### src/rtl/alu_dispatch_sched.sv
// alu_dispatch_sched -- in-order dispatch queue feeding two ALU reservation slots.
//
// Ops from the decoder are held in a DEPTH-entry circular FIFO and issued in
// program order, up to two per cycle, to whichever reservation slots are free.
// The oldest op goes to the preferred slot, the next one to the other slot.
//
// Ports
//   clk, rst            clock, synchronous active-high reset
//   rdy                 global enable; low freezes the queue and drops strobes
//   flush               discard every queued, undispatched op
//   in_valid/in_ready   decoder handshake; in_pc, in_op, in_tag{x,y,w},
//                       in_data{x,y}, in_addrw carry the op payload
//   slot_busy0/1        reservation slot occupancy
//   en0/en1             one-cycle issue strobes; pc/op/tag/data/addrw 0/1 are
//                       the registered payload, held when the slot is idle
//
// Optional feature: define ALU_DISPATCH_RR_EN to rotate the preferred slot
// after each single issue made while both slots were free. Without it, slot 0
// is always preferred.

`ifndef ADDR_T
`define ADDR_T logic [31:0]
`endif
`ifndef SINST_T
`define SINST_T logic [31:0]
`endif
`ifndef REGTAG_T
`define REGTAG_T logic [3:0]
`endif
`ifndef DWORD_T
`define DWORD_T logic [31:0]
`endif
`ifndef REGADDR_T
`define REGADDR_T logic [4:0]
`endif
`ifndef UNLOCKED
`define UNLOCKED 4'hF
`endif

module alu_dispatch_sched #(
    parameter int DEPTH = 4
) (
    input  logic       clk,
    input  logic       rst,
    input  logic       rdy,
    input  logic       flush,
    input  logic       in_valid,
    output logic       in_ready,
    input  `ADDR_T     in_pc,
    input  `SINST_T    in_op,
    input  `REGTAG_T   in_tagx,
    input  `REGTAG_T   in_tagy,
    input  `REGTAG_T   in_tagw,
    input  `DWORD_T    in_datax,
    input  `DWORD_T    in_datay,
    input  `REGADDR_T  in_addrw,
    input  logic       slot_busy0,
    input  logic       slot_busy1,
    output logic       en0,
    output `ADDR_T     pc0,
    output `SINST_T    op0,
    output `REGTAG_T   tagx0,
    output `REGTAG_T   tagy0,
    output `REGTAG_T   tagw0,
    output `DWORD_T    datax0,
    output `DWORD_T    datay0,
    output `REGADDR_T  addrw0,
    output logic       en1,
    output `ADDR_T     pc1,
    output `SINST_T    op1,
    output `REGTAG_T   tagx1,
    output `REGTAG_T   tagy1,
    output `REGTAG_T   tagw1,
    output `DWORD_T    datax1,
    output `DWORD_T    datay1,
    output `REGADDR_T  addrw1
);

    localparam int PW = $clog2(DEPTH);

    typedef struct packed {
        `ADDR_T    pc;
        `SINST_T   op;
        `REGTAG_T  tagx;
        `REGTAG_T  tagy;
        `REGTAG_T  tagw;
        `DWORD_T   datax;
        `DWORD_T   datay;
        `REGADDR_T addrw;
    } entry_t;

    entry_t         mem [DEPTH];
    entry_t         slot_q [2];
    entry_t         in_entry;
    entry_t         rst_entry;
    logic [PW:0]    count;
    logic [PW-1:0]  head;
    logic [PW-1:0]  tail;
    logic [PW-1:0]  head1;
    logic [1:0]     en;
    logic           free0, free1;
    logic [1:0]     nfree;
    logic [1:0]     n;
    logic           pref;
    logic           first_slot;
    logic           accept;

    assign in_entry = '{pc: in_pc, op: in_op, tagx: in_tagx, tagy: in_tagy,
                        tagw: in_tagw, datax: in_datax, datay: in_datay,
                        addrw: in_addrw};
    assign rst_entry = '{pc: '0, op: '0, tagx: `UNLOCKED, tagy: `UNLOCKED,
                         tagw: `UNLOCKED, datax: '0, datay: '0, addrw: '0};

    // count is the pre-edge value, so a full queue never accepts even when it
    // is about to drain this same edge.
    assign in_ready = !rst && rdy && !flush && (count != (PW+1)'(DEPTH));
    assign accept   = in_valid && in_ready;

    assign free0 = !slot_busy0;
    assign free1 = !slot_busy1;
    assign head1 = head + 1'b1;

    always_comb begin
        nfree = {1'b0, free0} + {1'b0, free1};
        n     = nfree;
        if (count < (PW+1)'(nfree))
            n = count[1:0];
        // With both free the oldest op takes the preferred slot; with one free
        // it takes whichever is free.
        first_slot = (free0 && free1) ? pref : free1;
    end

`ifdef ALU_DISPATCH_RR_EN
    logic rr;
    always_ff @(posedge clk) begin
        if (rst)
            rr <= 1'b0;
        else if (!flush && rdy && n == 2'd1 && free0 && free1)
            rr <= ~rr;
    end
    assign pref = rr;
`else
    assign pref = 1'b0;
`endif

    // Storage needs no reset; accept already excludes rst and flush.
    always_ff @(posedge clk) begin
        if (accept)
            mem[tail] <= in_entry;
    end

    always_ff @(posedge clk) begin
        if (rst) begin
            count     <= '0;
            head      <= '0;
            tail      <= '0;
            en        <= '0;
            slot_q[0] <= rst_entry;
            slot_q[1] <= rst_entry;
        end else if (flush) begin
            count <= '0;
            head  <= '0;
            tail  <= '0;
            en    <= '0;
        end else if (!rdy) begin
            en <= '0;
        end else begin
            en <= '0;
            if (accept)
                tail <= tail + 1'b1;
            if (n != 2'd0) begin
                en[first_slot]     <= 1'b1;
                slot_q[first_slot] <= mem[head];
            end
            if (n == 2'd2) begin
                en[~first_slot]     <= 1'b1;
                slot_q[~first_slot] <= mem[head1];
            end
            head  <= head + PW'(n);
            count <= count + (PW+1)'(accept) - (PW+1)'(n);
        end
    end

    assign en0    = en[0];
    assign pc0    = slot_q[0].pc;
    assign op0    = slot_q[0].op;
    assign tagx0  = slot_q[0].tagx;
    assign tagy0  = slot_q[0].tagy;
    assign tagw0  = slot_q[0].tagw;
    assign datax0 = slot_q[0].datax;
    assign datay0 = slot_q[0].datay;
    assign addrw0 = slot_q[0].addrw;
    assign en1    = en[1];
    assign pc1    = slot_q[1].pc;
    assign op1    = slot_q[1].op;
    assign tagx1  = slot_q[1].tagx;
    assign tagy1  = slot_q[1].tagy;
    assign tagw1  = slot_q[1].tagw;
    assign datax1 = slot_q[1].datax;
    assign datay1 = slot_q[1].datay;
    assign addrw1 = slot_q[1].addrw;

endmodule

### config.mk
export PLATFORM = sky130hd
export DESIGN_NAME = alu_dispatch_sched
export DESIGN_NICKNAME = d
export VERILOG_FILES = /design/src/rtl/alu_dispatch_sched.sv
export SDC_FILE = /design/constraint.sdc
export NUM_CORES = 1
export LEC_CHECK = 0
export BUFFER_PORTS_ARGS = -buffer_cell sky130_fd_sc_hd__buf_2
export CAP_MARGIN = 10
export CORE_MARGIN = 2
export CORE_UTILIZATION = 45
export DETAILED_ROUTE_END_ITERATION = 10
export MAX_ROUTING_LAYER = met4
export PLACE_DENSITY = 0.73
export SLEW_MARGIN = 20
export SYNTH_ARGS = -nofsm -noshare
export SYNTH_HDL_FRONTEND = slang
export SYNTH_SLANG_ARGS = --single-unit
### constraint.sdc
create_clock -name clk -period 6.2 [get_ports clk]
set_input_delay 0.31 -clock clk [delete_from_list [all_inputs] [get_ports clk]]
set_output_delay 0.31 -clock clk [all_outputs]
set_load 0.01 [all_outputs]
== After elaboration in Yosys (flattened, before gate mapping) ==
Memories as Yosys holds them, arrays and structs flattened. A register that Yosys moved wholly into a read port is not among the register bits.
Index checks and enable logic that the tools add are counted.
Word-level totals
  register bits after elaboration: 9
  bits in latches: 0
  memory bits (writable): 870
  bits in read-only memories: 0
  logic and storage cells: 72
  memories: 2
Operators by class
  add/subtract/negate cells: 6
  multipliers: 0
  divide/modulo/power cells: 0
  $lt $le $gt $ge: 5
  eq/ne operators: 2
  shift-type cells: 0
  muxes and demuxes: 33
  bitwise operators: 3
  reductions and logical operators: 17
Memory list
  mem: words 4, width 145, rd ports 2, clocked after Yosys merged registers in 1, write ports 1, RTL line 92  | entry_t mem [DEPTH];
  slot_q: words 2, width 145, rd ports 2, clocked after Yosys merged registers in 0, write ports 2, RTL line 93  | entry_t slot_q [2];
Operators by type and width (number)
  $mux 145: 2
  $reduce_or 145->1: 2
  $mux 1: 21
  $mux 2: 8
  $logic_and 1x1->1: 7
  $add 2x1->2 const B: 2
  $logic_not 1->1: 4
  $lt 1x2->1 const B: 2
  $add 3x1->3: 1
  $lt 3x2->1: 1
  $ne 3x3->1 const B: 1
  $reduce_or 3->1: 1
  $sub 3x2->3: 1
  $add 1x1->2: 1
  $add 2x2->2: 1
  $demux 1 s1: 2
  $eq 2x2->1 const B: 1
  $ge 1x1->1 const B: 2
  $not 1->1: 2
  $or 2x2->2: 1
  $reduce_and 2->1: 1
  $reduce_bool 2->1: 1
  $reduce_or 2->1: 1

== Logic depth before layout (Yosys ltp) ==
  depth after elaboration: 13
  depth in mapped cells: 13

== Least setup slack after synthesis ==
No wires, ideal clock.
  kind: input port to flip-flop
  start: input port slot_busy0
  end: memory slot_q[0][0] (netlist name), enable pin
  library setup time: 0.512 ns
  arrival time: 5.163 ns
  data required time: 5.688 ns
  setup slack: 0.525 ns
  stages: 11
  path buffers: 2
  path through: inv_1 > ha_1 > inv_1 > ha_1 > nor2_1 > o22a_1 > and2_1 > buf_6 > a211oi_4 > buf_2 > or3_1
RTL lines
  from (decl): RTL line 57  | input logic slot_busy0,
  to (decl): RTL line 93

==> impl_metrics.yaml <==
placement:
  pre_cts_slack_ns: 1.969
  placed_area_sq_mm: 0.03997
  gp_congestion: 0.8475
  dp_hpwl_mm: 51.59
  numPortBuffers: 444
die:
  start_util: 0.4545
  fp.dieH_um: 289.0
  ioPinCount: 445
  fp.coreArea_sq_mm: 0.08042
  row_count: 104
  fp.dieArea_sq_mm: 0.08351
  die_width_um: 289.0
critical_path:
  path_class: "reg -> reg"
  arrival_ns: 4.15
  cp-end-kind: "flop"
  critPathLaunchType: "flop"
  cp_max_fo: 65
  worstPathRequired_ns: 6.47
global_routing:
  grt_pass1_vias: 21960
  grt_start_max_net_pins: 134
  antenna_found_initial: 9
  grt-ovfl-total: 0
  grt_pass1_wl_mm: 135.3
  track_usage: 0.2249
routing:
  drt_wl_total_mm: 91.96
  drt_iter0_markers: 1955
  final_antenna_net_count: 0
  vias: 20660
  wl_per_cell_um: 27.03
  highest_layer: "met4"
  wl_met2_mm: 47.59
  drc: 0
  wl_met1_mm: 34.18
  wl_met3_mm: 7.779
  first_pass_iters: 7
  vias_per_cell: 6.073
timing:
  hold_viol_final: 0
  fin_ws_ns: 2.322
  finalSetupViolations: 0
  slew-limit-headroom: 0.2601
  fin_worst_skew_ns: 0.01513
  maxSlewViolCount: 0
  rsz0062_at_grt: "false"
  fin_setup_tns_ns: 0
  worst_slew_pin_slew_ns: 1.110
  fmax_ghz: 0.2578
  period_share: 0.6255
  fin_crit_ns: 3.878
layout:
  fill_cells: 6022
  drive_gt1_frac: 0.3902
  final_cell_mix: "edfxtp_1 (870), buf_2 (444), mux4_2 (290)"
  fin_area_sq_mm: 0.04448
  layout.nets: 2417
  mostFrequentLayoutCell: "edfxtp_1"
  postLayoutCoreUtil: 0.5531
  area_delta_synth_final_pct: 21.70
clock_network:
  path_clk_slew_ns: 0.06
  htreeDepth: 3
  clock-sinks: 881
  postCtsSetupBuffers: 0
  cts_tree: "built"
  cts_max_path_buffers: 3
  clkLatencyLatePin_ns: 0.65
  root_buffer: "clkbuf_16"
  cts_buffers: 92
synthesis:
  syn_avg_cell_area_sq_um: 21.90
  synth_nets: 1830
  synth_warnings: 0
  ys.flop_type: "edfxtp_1"
  synthCells: 1669
  seq_area_frac_synth: 0.7209
  async_reset_ff_frac: 0
  synth-seq-cells: 881
  synth-edff-count: 870
  netlist_area_sq_mm: 0.03655
  ys_types: 46
pwr:
  peakVddDrop_mv: 0.1842
  power_density_mw_per_mm2: 285.3
  finalPower_uw: 12690
  cellLeakagePower_uw: 0.01492
flow_run:
  max_cap_violations: 0
outcome:
  status: "completed"
hold_path:
  hp-class: "in -> reg"
==> registers in the layout, summed over array words and instances (netlist names), named ones only <==
name and flops:
mem 580, slot_q 290, count 3, en 2, head 2, tail 2
==> logic make-up (layout without fill, tap and decap cells) <==
kind of cell | count (synthesis) | count (layout) | synth area share
adder cells (fa/ha/maj) | 9 | 9 | 0.003287
flip-flops | 881 | 881 | 0.7209
multiplexers | 293 | 293 | 0.1795
buffers and inverters | 136 | 799 | 0.01558
XOR/XNOR | 2 | 2 | 0.0004794
other | 0 | 10 | 0
AO/OA/AOI/OAI | 309 | 309 | 0.07402
AND/OR/NAND/NOR | 39 | 39 | 0.006231
==> layer usage <==
metal / track usage / vias up
met5: - / -
met4: 0.07345 / 0
met3: 0.04701 / 172
met2: 0.3775 / 1009
met1: 0.2734 / 10890
li1: - / 8594
==> worst paths after layout <==
kind / from / cells after the start / slack [ns] / end
hold / removal: rdy / 3 / 0.05 / flop
setup / recovery: count[1] / 7 / 2.32 / slot_q[1][84]
setup reg to reg: count[1] / 7 / 2.32 / slot_q[1][84]
hold reg to reg: tail[1] / 2 / 0.58 / tail[1]
==> per-stage QoR <==
step | instances | hold slack (ns)
floorplan | 1669 | 0.4089
global placement | 3075 | 0.5173
detailed placement | 3075 | 0.5273
CTS | 3392 | 0.01783
global route | 3400 | 0.05801
finish | 3402 | 0.05398
==> power by group <==
part / internal [uW] / leakage [uW] / switching, uW
Combinational: 232 / 0.00524 / 300
Sequential: 6650 / 0.00822 / 50.1
Clock: 3190 / 0.00145 / 2270
==> area by class of cell <==
cell class / count / area (sq um) / area share
tap: 1060 / 1326 / 0.02982
clock buffer: 116 / 2414 / 0.05427
antenna: 10 / 25.02 / 0.0005626
timing repair buffer: 622 / 4064 / 0.09137
clock inverter: 54 / 591.8 / 0.01331
sequential: 881 / 26360 / 0.5927
inverter: 7 / 26.28 / 0.0005908
multi-input combinational: 652 / 9669 / 0.2174
==> timing repair <==
item	4_1_cts	5_1_grt
gates resized for setup	0	0
endpoints found under the hold margin	582	0
hold buffers	147	0
==> Yosys cell counts (all sizes together) (2+ instances only) <==
master | count | area [sq um]
dfxtp | 11 | 220.2
inv | 7 | 26.28
nor3 | 2 | 21.27
ha | 8 | 100.1
mux4 | 290 | 6531
a21o | 2 | 15.01
nand2b | 2 | 12.51
and2 | 2 | 12.52
and3 | 5 | 31.28
clkbuf | 93 | 349.1
a21oi | 3 | 18.77
or3 | 5 | 31.28
o21ai | 2 | 10.01
a22o | 266 | 2330
o22a | 25 | 219.0
nand2 | 8 | 30.03
nor2 | 9 | 33.78
edfxtp | 870 | 26130
buf | 36 | 193.9
mux2i | 3 | 30.03
==> critical path, stage by stage (launching register included) <==
cell and delay, ns:
dfxtp_1 0.43, ha_1 0.31, nor2_1 0.11, o22a_1 0.24, and2_1 0.32, a21oi_4 0.88, or3_4 0.70, buf_12 0.39
(Power assumes the default switching activity.)
